File: src/rtl/mem_io_pkg.sv
// Shared types and default parameters for the CPU-side memory/IO bridge.
package mem_io_pkg;

  localparam int DEF_ADDR_W      = 20;
  localparam int DEF_DATA_W      = 16;
  localparam int DEF_NUM_IO      = 4;
  localparam int DEF_WAIT_CYCLES = 2;

  // Width of the ACCESS-phase counter; holds any legal WAIT_CYCLES (1..15).
  localparam int WAIT_CNT_W = 4;

  typedef enum logic [1:0] {
    IDLE   = 2'd0,
    SETUP  = 2'd1,
    ACCESS = 2'd2,
    DONE   = 2'd3
  } seq_state_t;

endpackage

File: src/rtl/mem_io_sram_seq.sv
// Asynchronous-SRAM access sequencer: SETUP -> ACCESS (WAIT_CYCLES) -> DONE,
// with strobes, byte enables and data-bus direction decoded from the state.
module mem_io_sram_seq
  import mem_io_pkg::*;
#(
  parameter int ADDR_W      = DEF_ADDR_W,
  parameter int DATA_W      = DEF_DATA_W,
  parameter int WAIT_CYCLES = DEF_WAIT_CYCLES
) (
  input  logic                Clk,
  input  logic                Reset,
  input  logic                start,
  input  logic                we,
  input  logic [ADDR_W-1:0]   addr,
  input  logic [DATA_W/8-1:0] be,
  input  logic [DATA_W-1:0]   wdata,
  output logic                idle,
  output logic                done,
  output logic [DATA_W-1:0]   rdata,
  output logic [ADDR_W-1:0]   sram_addr,
  output logic [DATA_W-1:0]   sram_dq_out,
  output logic                sram_dq_oe,
  input  logic [DATA_W-1:0]   sram_dq_in,
  output logic                sram_ce_n,
  output logic                sram_oe_n,
  output logic                sram_we_n,
  output logic [DATA_W/8-1:0] sram_be_n
);

  localparam int NB = DATA_W / 8;
  localparam logic [WAIT_CNT_W-1:0] LAST_WAIT = WAIT_CNT_W'(WAIT_CYCLES - 1);

  seq_state_t            state;
  seq_state_t            state_next;
  logic [WAIT_CNT_W-1:0] wait_cnt;
  logic                  we_q;
  logic [ADDR_W-1:0]     addr_q;
  logic [NB-1:0]         be_q;
  logic [DATA_W-1:0]     wdata_q;
  logic [DATA_W-1:0]     rdata_q;
  logic                  last_access;

  assign last_access = (state == ACCESS) && (wait_cnt == LAST_WAIT);

  // NOTE: sequential state uses non-blocking assignments so every register
  // samples pre-edge values regardless of process evaluation order.
  always_ff @(posedge Clk) begin
    if (Reset) begin
      state <= IDLE;
    end else begin
      state <= state_next;
    end
  end

  // Request fields are frozen at accept so the SRAM sees stable address,
  // enables and write data for the whole SETUP..DONE window.
  always_ff @(posedge Clk) begin
    if (Reset) begin
      wait_cnt <= '0;
      we_q     <= 1'b0;
      addr_q   <= '0;
      be_q     <= '0;
      wdata_q  <= '0;
      rdata_q  <= '0;
    end else begin
      if ((state == IDLE) && start) begin
        we_q    <= we;
        addr_q  <= addr;
        be_q    <= be;
        wdata_q <= wdata;
      end
      if (state == ACCESS) begin
        wait_cnt <= wait_cnt + 1'b1;
      end else begin
        wait_cnt <= '0;
      end
      if (last_access) begin
        rdata_q <= we_q ? '0 : sram_dq_in;
      end
    end
  end

  // NOTE: every output of this block gets a default first, so no path through
  // the case statement can leave a signal unassigned and infer a latch.
  always_comb begin
    state_next = state;
    idle       = 1'b0;
    done       = 1'b0;
    sram_ce_n  = 1'b1;
    sram_oe_n  = 1'b1;
    sram_we_n  = 1'b1;
    sram_be_n  = '1;
    sram_dq_oe = 1'b0;
    unique case (state)
      IDLE: begin
        idle = 1'b1;
        if (start) state_next = SETUP;
      end
      SETUP: begin
        sram_ce_n  = 1'b0;
        sram_be_n  = ~be_q;
        sram_dq_oe = we_q;
        state_next = ACCESS;
      end
      ACCESS: begin
        sram_ce_n  = 1'b0;
        sram_be_n  = ~be_q;
        sram_dq_oe = we_q;
        sram_oe_n  = we_q;
        sram_we_n  = ~we_q;
        if (wait_cnt == LAST_WAIT) state_next = DONE;
      end
      DONE: begin
        sram_ce_n  = 1'b0;
        sram_be_n  = ~be_q;
        sram_dq_oe = we_q;
        done       = 1'b1;
        state_next = IDLE;
      end
      default: state_next = IDLE;
    endcase
  end

  assign sram_addr   = addr_q;
  assign sram_dq_out = wdata_q;
  assign rdata       = rdata_q;

endmodule

File: src/rtl/mem_io_bridge.sv
// CPU bridge: top-of-map IO channels answered in one cycle, everything else
// sent to async SRAM. Define MEM_IO_SYNC_IN_EN to synchronize io_in (2 flops).
module mem_io_bridge
  import mem_io_pkg::*;
#(
  parameter int ADDR_W      = DEF_ADDR_W,
  parameter int DATA_W      = DEF_DATA_W,
  parameter int NUM_IO      = DEF_NUM_IO,
  parameter int WAIT_CYCLES = DEF_WAIT_CYCLES
) (
  input  logic                       Clk,
  input  logic                       Reset,
  input  logic                       req_valid,
  output logic                       req_ready,
  input  logic                       req_we,
  input  logic [ADDR_W-1:0]          req_addr,
  input  logic [DATA_W/8-1:0]        req_be,
  input  logic [DATA_W-1:0]          req_wdata,
  output logic                       rsp_valid,
  output logic [DATA_W-1:0]          rsp_rdata,
  output logic [ADDR_W-1:0]          sram_addr,
  output logic [DATA_W-1:0]          sram_dq_out,
  output logic                       sram_dq_oe,
  input  logic [DATA_W-1:0]          sram_dq_in,
  output logic                       sram_ce_n,
  output logic                       sram_oe_n,
  output logic                       sram_we_n,
  output logic [DATA_W/8-1:0]        sram_be_n,
  input  logic [NUM_IO*DATA_W-1:0]   io_in,
  output logic [NUM_IO*DATA_W-1:0]   io_out
);

  localparam int NB = DATA_W / 8;
  localparam int IW = $clog2(NUM_IO);

  logic                     accept;
  logic                     io_hit;
  logic [IW-1:0]            io_idx;
  logic                     seq_idle;
  logic                     seq_done;
  logic [DATA_W-1:0]        seq_rdata;
  logic [NUM_IO*DATA_W-1:0] io_src;
  logic [NUM_IO*DATA_W-1:0] io_out_q;
  logic                     io_rsp_q;
  logic [DATA_W-1:0]        io_rdata_q;

  assign io_hit    = &req_addr[ADDR_W-1:IW];
  assign io_idx    = req_addr[IW-1:0];
  assign req_ready = seq_idle;
  assign accept    = req_valid && req_ready;

`ifdef MEM_IO_SYNC_IN_EN
  logic [NUM_IO*DATA_W-1:0] io_sync1;
  logic [NUM_IO*DATA_W-1:0] io_sync2;

  always_ff @(posedge Clk) begin
    if (Reset) begin
      io_sync1 <= '0;
      io_sync2 <= '0;
    end else begin
      io_sync1 <= io_in;
      io_sync2 <= io_sync1;
    end
  end

  assign io_src = io_sync2;
`else
  assign io_src = io_in;
`endif

  // IO accesses never leave IDLE: the sequencer is bypassed and the response
  // is registered here, one cycle after accept.
  always_ff @(posedge Clk) begin
    if (Reset) begin
      io_out_q   <= '0;
      io_rsp_q   <= 1'b0;
      io_rdata_q <= '0;
    end else begin
      io_rsp_q <= accept && io_hit;
      if (accept && io_hit) begin
        if (req_we) begin
          io_rdata_q <= '0;
          for (int b = 0; b < NB; b++) begin
            if (req_be[b]) begin
              io_out_q[int'(io_idx)*DATA_W + b*8 +: 8] <= req_wdata[b*8 +: 8];
            end
          end
        end else begin
          io_rdata_q <= io_src[int'(io_idx)*DATA_W +: DATA_W];
        end
      end
    end
  end

  mem_io_sram_seq #(
    .ADDR_W      (ADDR_W),
    .DATA_W      (DATA_W),
    .WAIT_CYCLES (WAIT_CYCLES)
  ) u_sram_seq (
    .Clk         (Clk),
    .Reset       (Reset),
    .start       (accept && !io_hit),
    .we          (req_we),
    .addr        (req_addr),
    .be          (req_be),
    .wdata       (req_wdata),
    .idle        (seq_idle),
    .done        (seq_done),
    .rdata       (seq_rdata),
    .sram_addr   (sram_addr),
    .sram_dq_out (sram_dq_out),
    .sram_dq_oe  (sram_dq_oe),
    .sram_dq_in  (sram_dq_in),
    .sram_ce_n   (sram_ce_n),
    .sram_oe_n   (sram_oe_n),
    .sram_we_n   (sram_we_n),
    .sram_be_n   (sram_be_n)
  );

  // An IO response and an SRAM completion cannot coincide: IO is only
  // accepted while the sequencer is idle.
  assign rsp_valid = io_rsp_q | seq_done;
  assign rsp_rdata = io_rsp_q ? io_rdata_q : (seq_done ? seq_rdata : '0);
  assign io_out    = io_out_q;

endmodule

File: config.mk
export PLATFORM = sky130hd
export DESIGN_NAME = mem_io_bridge
export DESIGN_NICKNAME = d
export VERILOG_FILES = /design/src/rtl/mem_io_pkg.sv /design/src/rtl/mem_io_sram_seq.sv /design/src/rtl/mem_io_bridge.sv
export SDC_FILE = /design/constraint.sdc
export NUM_CORES = 1
export LEC_CHECK = 0
export BUFFER_PORTS_ARGS = -buffer_cell sky130_fd_sc_hd__buf_2
export CAP_MARGIN = 10
export CORE_UTILIZATION = 53
export DETAILED_ROUTE_END_ITERATION = 10
export PLACE_DENSITY = 0.85
export SYNTH_ARGS = -nofsm -noshare
export SYNTH_HDL_FRONTEND = slang
export SYNTH_HIERARCHICAL = 1
export SYNTH_SLANG_ARGS = --single-unit
File: constraint.sdc
create_clock -name Clk -period 6.3 [get_ports Clk]
set_input_delay 1.26 -clock Clk [delete_from_list [all_inputs] [get_ports Clk]]
set_output_delay 1.26 -clock Clk [all_outputs]
set_load 0.05 [all_outputs]
# After elaboration in Yosys (flattened, before gate mapping)
# Cells that the tools add are included.
# W data, S select, Z words.
[totals]
inputBits = 122
ramBits = 0
mem_bits_ro = 0
wordCells = 62
regBits = 142
latchBits = 0
n_memories = 0
output_inout_bits = 124
[op_classes]
eq_ne = 6
n_div = 0
n_lt_le_gt_ge = 0
n_reduce_logical = 12
muxes = 21
multipliers = 0
shifts = 5
add_sub_neg = 4
bitwise_logic = 4
[op_table]
columns = ["operator", "n"]
rows = [
  ["$mux W64", 5],
  ["$bwmux W64", 2],
  ["$shift A8 B33 Y64 const A", 2],
  ["$shiftx A8 B33 Y64", 2],
  ["$mux W16", 4],
  ["$shiftx A64 B7 Y16", 1],
  ["$neg A6 Y33", 1],
  ["$neg A7 Y33", 1],
  ["$reduce_and A18 Y1", 1],
  ["$pmux W2 S4", 1],
  ["$add A6 B4 Y7 const B", 1],
  ["$mux W1", 6],
  ["$mux W2", 3],
  ["$logic_and A1 B1 Y1", 5],
  ["$add A4 B1 Y4 const B", 1],
  ["$eq A2 B2 Y1 const B", 2],
  ["$eq A4 B1 Y1 const B", 1],
  ["$reduce_and A2 Y1", 2],
  ["$reduce_or A3 Y1", 1],
  ["$eq A2 B1 Y1 const B", 1],
  ["$logic_not A2 Y1", 1],
  ["$ne A2 B1 Y1 const B", 1],
  ["$ne A2 B2 Y1 const B", 1],
  ["$not A1 Y1", 2],
  ["4 further kinds", 4],
]

# Longest topological paths before layout
[logic_depth]
word_depth = 9
ltp_mapped = 11
depth_no_buf = 6

# By module
# The synthesis kept the hierarchy.
[modules_own_cells]
columns = ["module", "cells_per_inst", "seq_area_each_um2", "area_per_inst_um2", "n_inst"]
rows = [
  ["mem_io_bridge", 496, 1621.6, 4380.5, 1],
  ["mem_io_sram_seq", 244, 1221.2, 2179.6, 1],
]

# Worst setup path after synthesis
# OpenSTA, ideal clock, no wires.
[synth_path]
path_type = "input-to-reg"
from = "in req_addr[4]"
to = "reg u_sram_seq.wdata_q[0], in the netlist u_sram_seq/sram_dq_out[0]"
path_buffers = 5
path_slack_ns = 3.096
arrival_ns = 3.133
cell_stages = 11
required_ns = 6.230
path_cell_list = "nand4_1 -> or3_1 -> buf_6 -> buf_6 -> clkbuf_1 -> o211a_1 -> nand2_1 -> buf_2 -> buf_1 -> nand2_1 -> a21oi_1"
[synth_via]
elab_chain_cells = 4
[synth_rtl]
columns = ["item", "line_no", "source"]
rows = [
  ["start, declared", "mem_io_bridge.sv:16", "input logic [ADDR_W-1:0] req_addr,"],
  ["$reduce_and A18 Y1", "mem_io_bridge.sv:47", "assign io_hit = &req_addr[ADDR_W-1:IW];"],
  ["$logic_not A1 Y1", "mem_io_bridge.sv:102", ".start (accept && !io_hit),"],
  ["$logic_and A1 B1 Y1", "mem_io_bridge.sv:102", ""],
  ["$logic_and A1 B1 Y1", "mem_io_sram_seq.sv:66", "if ((state == IDLE) && start) begin"],
  ["end signal, assigned", "mem_io_sram_seq.sv:70", "wdata_q <= wdata;"],
  ["end, declared", "mem_io_sram_seq.sv:39", "logic [DATA_W-1:0] wdata_q;"],
]
# Every way passes these cells.
# A chain may end at the register's enable or synchronous reset.

# Worst setup path in the final report
[layout_path]
from = "reg u_sram_seq.state[0]"
to = "out rsp_rdata[13]"
[layout_via]
elab_chain_cells = 4
[layout_rtl]
columns = ["item", "line_no", "source"]
rows = [
  ["start, declared", "mem_io_sram_seq.sv:33", "seq_state_t state;"],
  ["start signal, assigned", "mem_io_sram_seq.sv:51", "state <= state_next;"],
  ["$eq A2 B2 Y1", "mem_io_sram_seq.sv:94", "unique case (state)"],
  ["$mux W1", "mem_io_sram_seq.sv:94", ""],
  ["net seq_done", "mem_io_bridge.sv:40", "logic seq_done;"],
  ["$mux W16 (2 in a row)", "mem_io_bridge.sv:123", "assign rsp_rdata = io_rsp_q ? io_rdata_q : (seq_done ? seq_rdata : '0);"],
  ["end, declared", "mem_io_bridge.sv:20", "output logic [DATA_W-1:0] rsp_rdata,"],
]
# The timed path passes the listed nets, and every way through them passes these cells.

==> flow_metrics.tcl <==
set metrics [dict create \
    clockBufferDepth 2 \
    syn-instance-count 740 \
    die_h_um 113.3 \
    drt-initial-drc-count 520 \
    cap_violations 0 \
    vdd_drop_max_mv 0.2580 \
    clk_latency_ns 0.42 \
    dp.final_hpwl_um 13220 \
    yosys.area.top_type "dfxtp_1" \
    antenna_cells 0 \
    criticalPathCategory "reg2out" \
    cpMaxStageDelayCell "nor2b_1" \
    place_ws_ns 2.470 \
    h-tree-depth 4 \
    fillCellCount 945 \
    p_sw_share_pct 33.14 \
    hold_class "reg2reg" \
    grt_pass1_vias 5778 \
    layout_min_cycle_time_ns 3.597 \
    top_usage_layer "met2" \
    multi_input_area_sq_mm 0.003415 \
    ys_warn_count 6 \
    ant_nets 0 \
    io_buffers 245 \
    placementRows 40 \
    ys_types 42 \
    grt.overflow.total 0 \
    via_per_inst 5.582 \
    critPathMaxFanout 15 \
    grt_first_pass_wirelength_um 29570 \
    io_pins 246 \
    use_met1_pct 36.80 \
    start_util_pct 54.39 \
    leakagePower_nw 3.607 \
    drc_errors 0 \
    die_area_sq_mm 0.01283 \
    worstPathCellList "ha_1, nor2b_1, a22o_1, buf_2" \
    synth_edf_count 0 \
    setup_tns_ns 0 \
    cts_setup_buffers 0 \
    whs_ns 0.4525 \
    grt_usage_pct 29.91 \
    synth.ff_latch_count 142 \
    seqPwrFrac_pct 36.4 \
    grt_antenna_before_repair 0 \
    synth_ff_type "dfxtp_1" \
    cts-resized-gates 0 \
    cp_slowest_stage_delay_ns 0.80 \
    syn-cell-area_sq_mm 0.006560 \
    grt_max_degree 81 \
    cts_sinks 142 \
    wire_per_inst_um 16.99 \
    netSwitchingPower_mw 0.9226 \
    seq_area_sq_mm 0.002843 \
    cp.required_ns 5.04 \
    worst_pin_slew_ns 1.083 \
    use_met2_pct 49.53 \
    yosys.area.top_type_share_pct 43.33 \
    power.density_mw_per_mm2 331.9 \
    drv_slew 0 \
    syn_to_final_growth_pct 27.85 \
    coreArea_sq_mm 0.01206 \
    ys_seq_area_share_pct 43.33 \
    critical_path_arrival_ns 2.34 \
    setup_viol 0 \
    vias 6291 \
    combPwrFrac_pct 25.6 \
    fp.dieW_um 113.3 \
    first_pass_iters 5 \
    fin_ws_ns 2.703 \
    drt-total-wl_um 19150 \
    fin_crit_sh_pct 57.09 \
    place.gp.congestion 0.8517 \
    grt_use_met3_pct 8.356 \
    holdBufCountCts 0 \
    synthArstFlopShare_pct 0 \
    cts_tree "done" \
    max-slew-margin-rel_pct 27.58 \
    cp-start-kind "flip-flop" \
    syn_nets 872 \
    rsz0062_at_grt "no" \
    netlist_top_cells_area "dfxtp_1 43%, o21ai_0 7.4%, nor2b_1 7.2%" \
    cp-end-kind "output pin" \
    finalClockSkew_ns 0.008251 \
    root_buffer "clkbuf_16" \
    hold_viol_final 0 \
    layout.nets 1079 \
    fin_util_pct 69.53 \
    cts_buffers 17 \
    status "finished, final reports clean" \
    synth_area_per_cell_sq_um 8.865 \
    clk_pin_slew_ns 0.06 \
    p_clk_share_pct 38.0 \
    drive_gt1_share_pct 32.85 \
    fmax_mhz 278.0 \
    internal_power_mw 1.861 \
]
==> sequential cells by signal (all words and copies together) (netlist names) <==
signal,flops
io_out,64
io_rdata_q,16
io_rsp_q,1
u_sram_seq/be_q,2
u_sram_seq/rdata,16
u_sram_seq/sram_addr,20
u_sram_seq/sram_dq_out,16
u_sram_seq/state,2
u_sram_seq/wait_cnt,4
u_sram_seq/we_q,1
==> Yosys cell counts, types with 2 or more instances <==
cell type	n
o21ai_0	97
o31ai_1	24
nor2_1	5
inv_1	7
o21ai_1	8
a22o_2	13
mux4_2	16
dfxtp_1	142
or4b_1	16
clkbuf_1	46
nor3_1	10
mux2_1	7
nor3b_1	2
buf_6	4
and4_1	6
nand4_1	11
a22o_1	18
a21oi_1	56
buf_1	2
or3b_2	3
nand2_1	113
or2_0	7
buf_2	9
nand2b_1	17
nor2b_1	75
ha_1	10
==> cells by family after synthesis <==
| kind of cell | after synthesis | synth area share, % |
|---|---|---|
| buffers and inverters | 69 | 4.635 |
| adders and majority gates | 10 | 1.907 |
| and+or+nand+nor | 273 | 22.95 |
| DFF | 142 | 43.33 |
| muxes | 25 | 7.076 |
| AOI/OAI and AO/OA | 219 | 19.84 |
| xor gates and xnor gates | 2 | 0.2671 |
==> layer usage <==
| layer | vias to the layer above | routed length [um] |
|---|---|---|
| met2 | 290 | 9059 |
| met1 | 2936 | 8137 |
| li1 | 3032 | - |
| met4 | 0 | 401 |
| met3 | 33 | 1550 |
| met5 | - | 0 |
==> worst max-delay path: cells and delay by family (launching register included) <==
family / cells / cell delay, ns
compound gates: 1 / 0.26
fa+ha+maj: 1 / 0.21
buf+inv: 1 / 0.28
flops: 1 / 0.37
simple gates: 1 / 0.80
==> layout by cell type, fill, tap and decap left out, types with 2 or more instances in the layout <==
master	instances
mux2_1	7
nand2_1	113
o21ai_0	97
bufinv_16	4
or4b_1	16
buf_4	6
a22o_1	18
a22o_2	13
o31ai_1	24
nor3_1	10
nor2_1	5
mux4_2	16
nor3b_1	2
inv_1	7
ha_1	10
nand2b_1	17
dfxtp_1	142
nor2b_1	75
buf_2	244
clkbuf_16	17
o21ai_1	8
clkbuf_1	5
or3b_2	3
clkbuf_8	4
and4_1	6
a21oi_1	56
nand4_1	11
or2_0	7
==> final timing paths <==
check	endpoint	start	slack, ns	cells after the start
setup / recovery	rsp_rdata[13]	u_sram_seq/state[0]	2.70	4
hold / removal	u_sram_seq/sram_addr[13]	u_sram_seq/sram_addr[13]	0.45	2
setup reg to reg	io_rdata_q[5]	u_sram_seq/state[0]	3.35	5
hold reg to reg	u_sram_seq/sram_addr[13]	u_sram_seq/sram_addr[13]	0.45	2
==> final cells by class <==
cell class	count	area share, %
Clock buffer	26	5.953
Clock inverter	5	1.522
Inverter	7	0.3133
Timing Repair Buffer	250	15.10
Tap cell	168	2.506
Sequential cell	142	33.90
Multi-Input combinational cell	529	40.71
==> stage by stage <==
stage	power (mW)	cells	instance area (sq um)
final	2.784	1127	8387
after detailed placement	1.737	1096	7760
after CTS	2.796	1127	8387
after floorplan	1.555	740	6560
after global placement	1.727	1096	7760
after global routing	2.889	1127	8387
==> power by group through the flow <==
stage,Sequential (mW),Combinational [mW],Clock (mW)
final,1.01,0.713,1.06
after CTS,1.01,0.711,1.07
after global routing,1.02,0.761,1.11
after global placement,1.03,0.701,0
after floorplan,1.22,0.336,0
after detailed placement,1.03,0.708,0
No activity file was read; power rests on OpenSTA's default activity.
